$ cat src/rtl/apb_slave_mem.sv
// -----------------------------------------------------------------------------
// apb_slave_mem
//
// APB3 completer holding a bank of DEPTH 32-bit storage words and one
// wait-state configuration register (WAIT_CFG). Each transfer is stretched
// by WAIT_CFG wait states. Misaligned or unmapped accesses complete with
// pslverr and leave every register untouched.
//
// Address map (byte offsets from BASE_ADDR):
//   0x000 .. 4*DEPTH-4 : storage words
//   0x100              : WAIT_CFG, bits [3:0] writable, read zero-extended
//   anything else      : error response
//
// Parameters:
//   ADDR_WIDTH : width of paddr (at least 10)
//   DATA_WIDTH : width of pwdata / prdata (at least 5)
//   DEPTH      : number of storage words, power of two, 2..256
//   BASE_ADDR  : byte base address, aligned to 512 bytes
//
// Ports:
//   hclk     in  : clock, all state changes on the rising edge
//   hreset   in  : asynchronous active-high reset
//   psel     in  : completer select
//   penable  in  : access-phase indicator
//   pwrite   in  : 1 = write, 0 = read
//   paddr    in  : byte address, sampled in the setup phase only
//   pwdata   in  : write data, sampled in the setup phase only
//   prdata   out : read data, non-zero only in the pready cycle
//   pready   out : transfer completes in this cycle
//   pslverr  out : error response, only in the pready cycle
// -----------------------------------------------------------------------------
module apb_slave_mem #(
    parameter int                    ADDR_WIDTH = 32,
    parameter int                    DATA_WIDTH = 32,
    parameter int                    DEPTH      = 16,
    parameter logic [ADDR_WIDTH-1:0] BASE_ADDR  = '0
) (
    input  logic                  hclk,
    input  logic                  hreset,
    input  logic                  psel,
    input  logic                  penable,
    input  logic                  pwrite,
    input  logic [ADDR_WIDTH-1:0] paddr,
    input  logic [DATA_WIDTH-1:0] pwdata,
    output logic [DATA_WIDTH-1:0] prdata,
    output logic                  pready,
    output logic                  pslverr
);

    localparam int IDX_W = (DEPTH > 1) ? $clog2(DEPTH) : 1;

    // Byte span of the storage array and the offset of WAIT_CFG.
    localparam logic [ADDR_WIDTH-1:0] MEM_BYTES = ADDR_WIDTH'(4 * DEPTH);
    localparam logic [ADDR_WIDTH-1:0] CFG_OFF   = ADDR_WIDTH'(12'h100);

    typedef enum logic {
        IDLE   = 1'b0,
        ACCESS = 1'b1
    } state_t;

    state_t                state;
    state_t                state_next;
    logic [3:0]            cnt;
    logic [3:0]            cnt_next;
    logic                  capture;

    logic [3:0]            wait_cfg;
    logic [DATA_WIDTH-1:0] mem [DEPTH];

    // Transfer attributes latched in the setup phase.
    logic [ADDR_WIDTH-1:0] addr_q;
    logic                  write_q;
    logic [DATA_WIDTH-1:0] wdata_q;

    // Decode results, all derived from the captured address.
    logic [ADDR_WIDTH-1:0] offset;
    logic                  aligned;
    logic                  hit_cfg;
    logic                  hit_mem;
    logic                  addr_err;
    logic [IDX_W-1:0]      idx;

    logic                  mem_we;
    logic                  cfg_we;
    logic [DATA_WIDTH-1:0] cfg_rdata;

    // -------------------------------------------------------------------------
    // Address decode
    // -------------------------------------------------------------------------
    // An address below BASE_ADDR wraps to a huge offset and therefore falls
    // outside both windows, which makes it an error without a separate check.
    // WAIT_CFG takes priority so large DEPTH values cannot shadow it.
    always_comb begin
        offset   = addr_q - BASE_ADDR;
        aligned  = (offset[1:0] == 2'b00);
        hit_cfg  = aligned && (offset == CFG_OFF);
        hit_mem  = aligned && !hit_cfg && (offset < MEM_BYTES);
        addr_err = !(hit_cfg || hit_mem);
        idx      = offset[IDX_W+1:2];
    end

    assign cfg_rdata = {{(DATA_WIDTH-4){1'b0}}, wait_cfg};

    // -------------------------------------------------------------------------
    // Transfer state machine: next-state logic
    // -------------------------------------------------------------------------
    // penable high while idle is a protocol violation and is simply ignored:
    // only a proper setup phase (psel & !penable) starts a transfer.
    always_comb begin
        state_next = state;
        cnt_next   = cnt;
        capture    = 1'b0;
        case (state)
            IDLE: begin
                if (psel && !penable) begin
                    capture    = 1'b1;
                    cnt_next   = wait_cfg;
                    state_next = ACCESS;
                end
            end
            ACCESS: begin
                if (!psel) begin
                    // Abort: leave without touching any register.
                    state_next = IDLE;
                end else if (cnt != 4'd0) begin
                    cnt_next = cnt - 4'd1;
                end else if (penable) begin
                    state_next = IDLE;
                end
            end
            default: begin
                state_next = IDLE;
            end
        endcase
    end

    // -------------------------------------------------------------------------
    // Transfer state machine: state, wait counter and captured request
    // -------------------------------------------------------------------------
    always_ff @(posedge hclk or posedge hreset) begin
        if (hreset) begin
            state   <= IDLE;
            cnt     <= 4'd0;
            addr_q  <= '0;
            write_q <= 1'b0;
            wdata_q <= '0;
        end else begin
            state <= state_next;
            cnt   <= cnt_next;
            if (capture) begin
                addr_q  <= paddr;
                write_q <= pwrite;
                wdata_q <= pwdata;
            end
        end
    end

    // -------------------------------------------------------------------------
    // Completion handshake and response
    // -------------------------------------------------------------------------
    assign pready  = (state == ACCESS) && (cnt == 4'd0) && psel && penable;
    assign pslverr = pready && addr_err;

    always_comb begin
        prdata = '0;
        if (pready) begin
            if (hit_mem) begin
                prdata = mem[idx];
            end else if (hit_cfg) begin
                prdata = cfg_rdata;
            end
        end
    end

    // Writes commit at the end of the pready cycle, so a setup phase right
    // after a WAIT_CFG write already loads the new wait count, and a read
    // right after a storage write sees the new data.
    assign mem_we = pready && write_q && hit_mem;
    assign cfg_we = pready && write_q && hit_cfg;

    // -------------------------------------------------------------------------
    // Register bank
    // -------------------------------------------------------------------------
    always_ff @(posedge hclk or posedge hreset) begin
        if (hreset) begin
            wait_cfg <= 4'd0;
            for (int i = 0; i < DEPTH; i++) begin
                mem[i] <= '0;
            end
        end else begin
            if (cfg_we) begin
                wait_cfg <= wdata_q[3:0];
            end
            if (mem_we) begin
                mem[idx] <= wdata_q;
            end
        end
    end

endmodule

$ cat config.mk
export PLATFORM = sky130hd
export DESIGN_NAME = apb_slave_mem
export DESIGN_NICKNAME = d
export VERILOG_FILES = /design/src/rtl/apb_slave_mem.sv
export SDC_FILE = /design/constraint.sdc
export NUM_CORES = 1
export LEC_CHECK = 0
export ABC_AREA = 0
export ABC_CLOCK_PERIOD_IN_PS = 21400
export BUFFER_PORTS_ARGS = -buffer_cell sky130_fd_sc_hd__buf_2
export CORE_MARGIN = 2
export CORE_UTILIZATION = 30
export DETAILED_ROUTE_END_ITERATION = 10
export GPL_TIMING_DRIVEN = 0
export PLACE_DENSITY = 0.44
export SYNTH_ARGS = -nofsm -noshare
export SYNTH_HDL_FRONTEND = slang
export SYNTH_SLANG_ARGS = --single-unit
$ cat constraint.sdc
create_clock -name hclk -period 21.4 [get_ports hclk]
set_input_delay 4.28 -clock hclk [delete_from_list [all_inputs] [get_ports hclk]]
set_output_delay 4.28 -clock hclk [all_outputs]
set_load 0.03 [all_outputs]
### Yosys cells after proc, flatten, opt, wreduce, memory -nomap -nowiden

Cells that the tools add are included.

| word-level totals | value |
|---|---|
| bits in read-only memories | 0 |
| output and inout port bits | 34 |
| input bits | 69 |
| bits in registers | 586 |
| memory bits (writable) | 0 |
| memories | 0 |
| word-level logic and storage cells | 71 |
| latch bits | 0 |

| operators by class | value |
|---|---|
| add/subtract/negate cells | 1 |
| div/mod/pow operators | 0 |
| reductions and logical operators | 20 |
| multipliers | 0 |
| multiplexer cells | 19 |
| eq/ne operators | 4 |
| shifts and indexed selects | 0 |
| bitwise logic cells | 2 |
| $lt $le $gt $ge | 3 |

Operators with widths:

| kind | number |
|---|---|
| bitwise mux 512 bit | 1 |
| 2-to-1 mux 32 bit | 5 |
| binary-select mux 32 bit (select 4 bit) | 1 |
| demux 32 bit (select 4 bit) | 1 |
| equality test 32 x 9 -> 1 bit, second input constant | 1 |
| < comparator 32 x 7 -> 1 bit, second input constant | 1 |
| 2-to-1 mux 4 bit | 4 |
| logical AND 1 bit | 12 |
| one-hot mux 4 bit (2 select lines) | 1 |
| greater-or-equal comparator 5 bit, second input constant | 1 |
| < comparator 5 x 1 -> 1 bit, second input constant | 1 |
| 2-to-1 mux 1 bit | 5 |
| NOT 4 -> 5 bit | 1 |
| logical NOT 4 bit | 1 |
| != test 2 bit, second input constant | 2 |
| nonzero test 4 bit | 1 |
| subtractor 4 x 1 -> 4 bit, second input constant | 1 |
| logical NOT 1 bit | 3 |
| AND reduction 3 bit | 1 |
| logical NOT 2 bit | 1 |
| != test 2 x 1 -> 1 bit, second input constant | 1 |
| one-hot mux 1 bit (2 select lines) | 1 |
| logical OR 1 bit | 1 |
| NOT 1 bit | 1 |

### Longest topological paths before layout

| depth | value |
|---|---|
| depth in word-level cells | 8 |
| depth in mapped cells | 9 |
| depth with buffers taken out | 7 |

### Worst setup path after synthesis

Ideal clock, no wire load.

| timing path | value |
|---|---|
| kind | input port to output port |
| start | input penable |
| end | output prdata[11] |
| setup slack | 11353 ps |
| data required time | 17120 ps |
| stages | 5 |
| data arrival time | 5767 ps |
| path buffers | 1 |
| cell sequence | nand4_1 -> inv_1 -> nand3_1 -> clkbuf_1 -> nor2b_1 |

| between the ends | value |
|---|---|
| longest elaborated chain between the ends | 2 |

RTL lines:

| what | line | source |
|---|---|---|
| start: declaration | 41 | `input logic penable,` |
| logical AND 1 bit | 161 | `assign pready = (state == ACCESS) && (cnt == 4'd0) && psel && penable;` |
| via pready | 46 | `output logic pready,` |
| 2-to-1 mux 32 bit | 166 | `if (pready) begin` |
| end: declaration | 45 | `output logic [DATA_WIDTH-1:0] prdata,` |

The timed path passes the listed nets, and every way through them passes these cells.

### Final worst setup path

| timing path | value |
|---|---|
| start | input penable |
| end | output prdata[30] |

| between the ends | value |
|---|---|
| longest elaborated chain between the ends | 2 |

RTL lines:

| what | line |
|---|---|
| logical AND 1 bit | 161 |
| 2-to-1 mux 32 bit | 166 |

Every way passes these cells.

==> flow_summary.json <==
{
  "syn_area_sq_um": 26360,
  "rows": 108,
  "irDropWorstVdd_v": 0.00004804,
  "run_status": "completed",
  "async_flop_share": 1.000,
  "reg2reg_depth": 6,
  "drive_gt1_frac": 0.5535,
  "avgRoutedWirePerCell_um": 24.92,
  "syn_area_per_cell_sq_um": 16.68,
  "most-common-layout-cells": "586 x dfrtp_1, 559 x mux2_2, 156 x mux4_2",
  "cts_tree": "yes",
  "drv_slew": 0,
  "holdWs_ns": 0.4850,
  "synth_cell_type_count": 36,
  "cts_setup_buffers": 0,
  "layout_commonest_cell": "dfrtp_1",
  "cts_resized": 0,
  "synth-seq-cells": 586,
  "required_ns": 17.12,
  "path_class": "in2out",
  "dp_slack_ns": 10.06,
  "ys_warn_count": 0,
  "cp_slowest_stage_delay_ns": 0.79,
  "ctsHoldBuffers": 0,
  "hold_viol_final": 0,
  "dieArea_sq_um": 90240,
  "dr.pass1.iters": 5,
  "via_per_inst": 4.971,
  "nets": 1830,
  "synthCells": 1580,
  "die_h_um": 300.4,
  "fin_ws_ns": 10.04,
  "synth_top_area_frac": 0.5564,
  "nFillCells": 8308,
  "slew_headroom": 0.1036,
  "ant_nets": 0,
  "final_cell_area_sq_um": 30650,
  "dp_hpwl_um": 47070,
  "clock-root-buffer": "clkbuf_16",
  "period_minus_slack_ns": 11.36,
  "post_dp_cell_area_sq_um": 28430,
  "clkSinkCount": 586,
  "synthFlopType": "dfrtp_1",
  "ctsHtreeMaxLevel": 3,
  "critPathMostFrequentCell": "buf_2",
  "start_util": 0.3033,
  "yosys.area.top_type": "dfrtp_1",
  "path_cells": "buf_2, nand4_1, inv_1, nand3_1, clkbuf_1, nor2b_1, buf_2",
  "min_from": "mem[63]",
  "drv_cap": 0,
  "postSynthNetCount": 1651,
  "grt_first_pass_wirelength_um": 110300,
  "hold_depth": 1,
  "clock_skew_ns": 0.02515,
  "syn2layout_area_growth_pct": 16.29,
  "crit_path_max_fanout": 10,
  "period_share": 0.5308,
  "rsz0062_at_grt": "false",
  "grt.overflow.total": 0,
  "num_vias": 14720,
  "cts_buffers": 71,
  "io_pins": 103,
  "drc": 0,
  "antenna_found_initial": 1,
  "cts_buffer_depth": 3,
  "ys_seq_area_frac": 0.5564,
  "max_freq_ghz": 0.08804,
  "worst-r2r-setup-slack_ns": 17.96,
  "setup_viol": 0,
  "antenna_cells_inserted": 0,
  "post_synth_main_area_contributors": "dfrtp_1 56%, mux2_2 24%, mux4_2 13%, buf_6 1.2%, clkbuf_1 0.93%",
  "grt_max_degree": 132,
  "startpoint_type": "input pin",
  "gp_congestion": 0.7204,
  "core_sq_um": 86890,
  "io_buffers": 102,
  "power_leakage_nw": 14.60,
  "grt_pass1_vias": 16090,
  "worstHoldPathType": "reg2reg",
  "synth_edf_count": 0,
  "dieWidth_um": 300.4,
  "clock_latency_ns": 0.60,
  "hold_path_end": "mem[63]",
  "power.density_nw_per_um2": 85.08,
  "cts.clk_slew.worst_paths_ns": 0.06,
  "drtIter0Drc": 742,
  "end_kind": "output pin",
  "drt-total-wl_um": 73770,
  "critical_path_arrival_ns": 7.08,
  "cp_slowest_cell": "nand3_1",
  "rr_startpoint": "addr_q[3]",
  "r2r_end": "mem[141]",
  "tightest_slew_ns": 1.345,
  "gr-usage-all-layers": 0.1672
}
-- sequential cells by signal, summed over array words and instances, names as in the netlist --
| signal | flops |
|---|---|
| state | 1 |
| cnt | 4 |
| write_q | 1 |
| mem | 512 |
| addr_q | 32 |
| wdata_q | 32 |
| wait_cfg | 4 |
-- synthesized netlist by cell type, drive strengths merged, types with 2 or more instances --
master and n:
o22a 3, nand4 6, dfrtp 586, and2b 2, o21ai 4, mux2 581, mux4 156, nor3 2
nand3 17, nor3b 2, a21oi 10, nand2 8, nor2 13, nor4 6, nor2b 30, a22oi 8
ha 2, buf 66, inv 5, clkbuf 65
-- cell families (layout without fill, tap and decap cells) --
| kind of cell | count (synthesis) | in the layout | share of synthesized area |
|---|---|---|---|
| mux | 738 | 738 | 0.3832 |
| compound gates | 28 | 28 | 0.006742 |
| fa+ha+maj | 2 | 2 | 0.0009493 |
| simple gates | 90 | 90 | 0.02431 |
| buf+inv | 136 | 361 | 0.02839 |
| flops | 586 | 586 | 0.5564 |
-- layer usage --
layer  vias up  wire (um)  track usage
met5         -          0            0
met4         0       2024      0.05000
met3       113       2788      0.03110
met2       236      35370       0.2685
met1      8100      33590       0.2303
li1       6266          -            -
-- power breakdown --
part,internal [W],switching (W),leakage [nW]
clock network,0.000696,0.000461,1.09
logic,0.0000926,0.000184,5.47
registers,0.00114,0.0000380,8.04
-- cell type report --
class,count,area (sq um),share of cell area
clock inverter,8,65.06,0.002123
timing repair buffer,106,620.6,0.02025
sequential,586,14660,0.4785
multi-input combinational,858,10940,0.3571
buffer,131,734.5,0.02396
clock buffer,111,2150,0.07014
tap,1155,1445,0.04715
inverter,5,26.28,0.0008573
-- per-stage QoR --
stage,std cells,total power [W],util,TNS (ns)
2_1_floorplan,1580,0.001361,-,0
3_3_place_gp,2837,0.001472,0.3258,-3363.43
3_5_place_dp,2841,0.001479,0.3272,0
4_1_cts,2960,0.002660,0.3527,0
5_1_grt,2960,0.002727,0.3527,0
6_report,2960,0.002607,0.3527,0
-- critical path: cells and delay by family --
| family | cells | cell delay (ns) |
|---|---|---|
| buffers and inverters | 4 | 1.22 |
| and+or+nand+nor | 3 | 1.56 |
-- how the worst max path moves through the flow --
stage	start	end	slack, ns	cells after the start
final	penable	prdata[30]	10.04	7
after global routing	penable	prdata[30]	9.94	7
after CTS	penable	prdata[30]	10.06	7
after detailed placement	penable	prdata[30]	10.06	7
after global placement	hreset	mem[334]	-5.85	2
after floorplan	hreset	addr_q[0]	0.72	1
No activity file was read; power rests on OpenSTA's default activity.
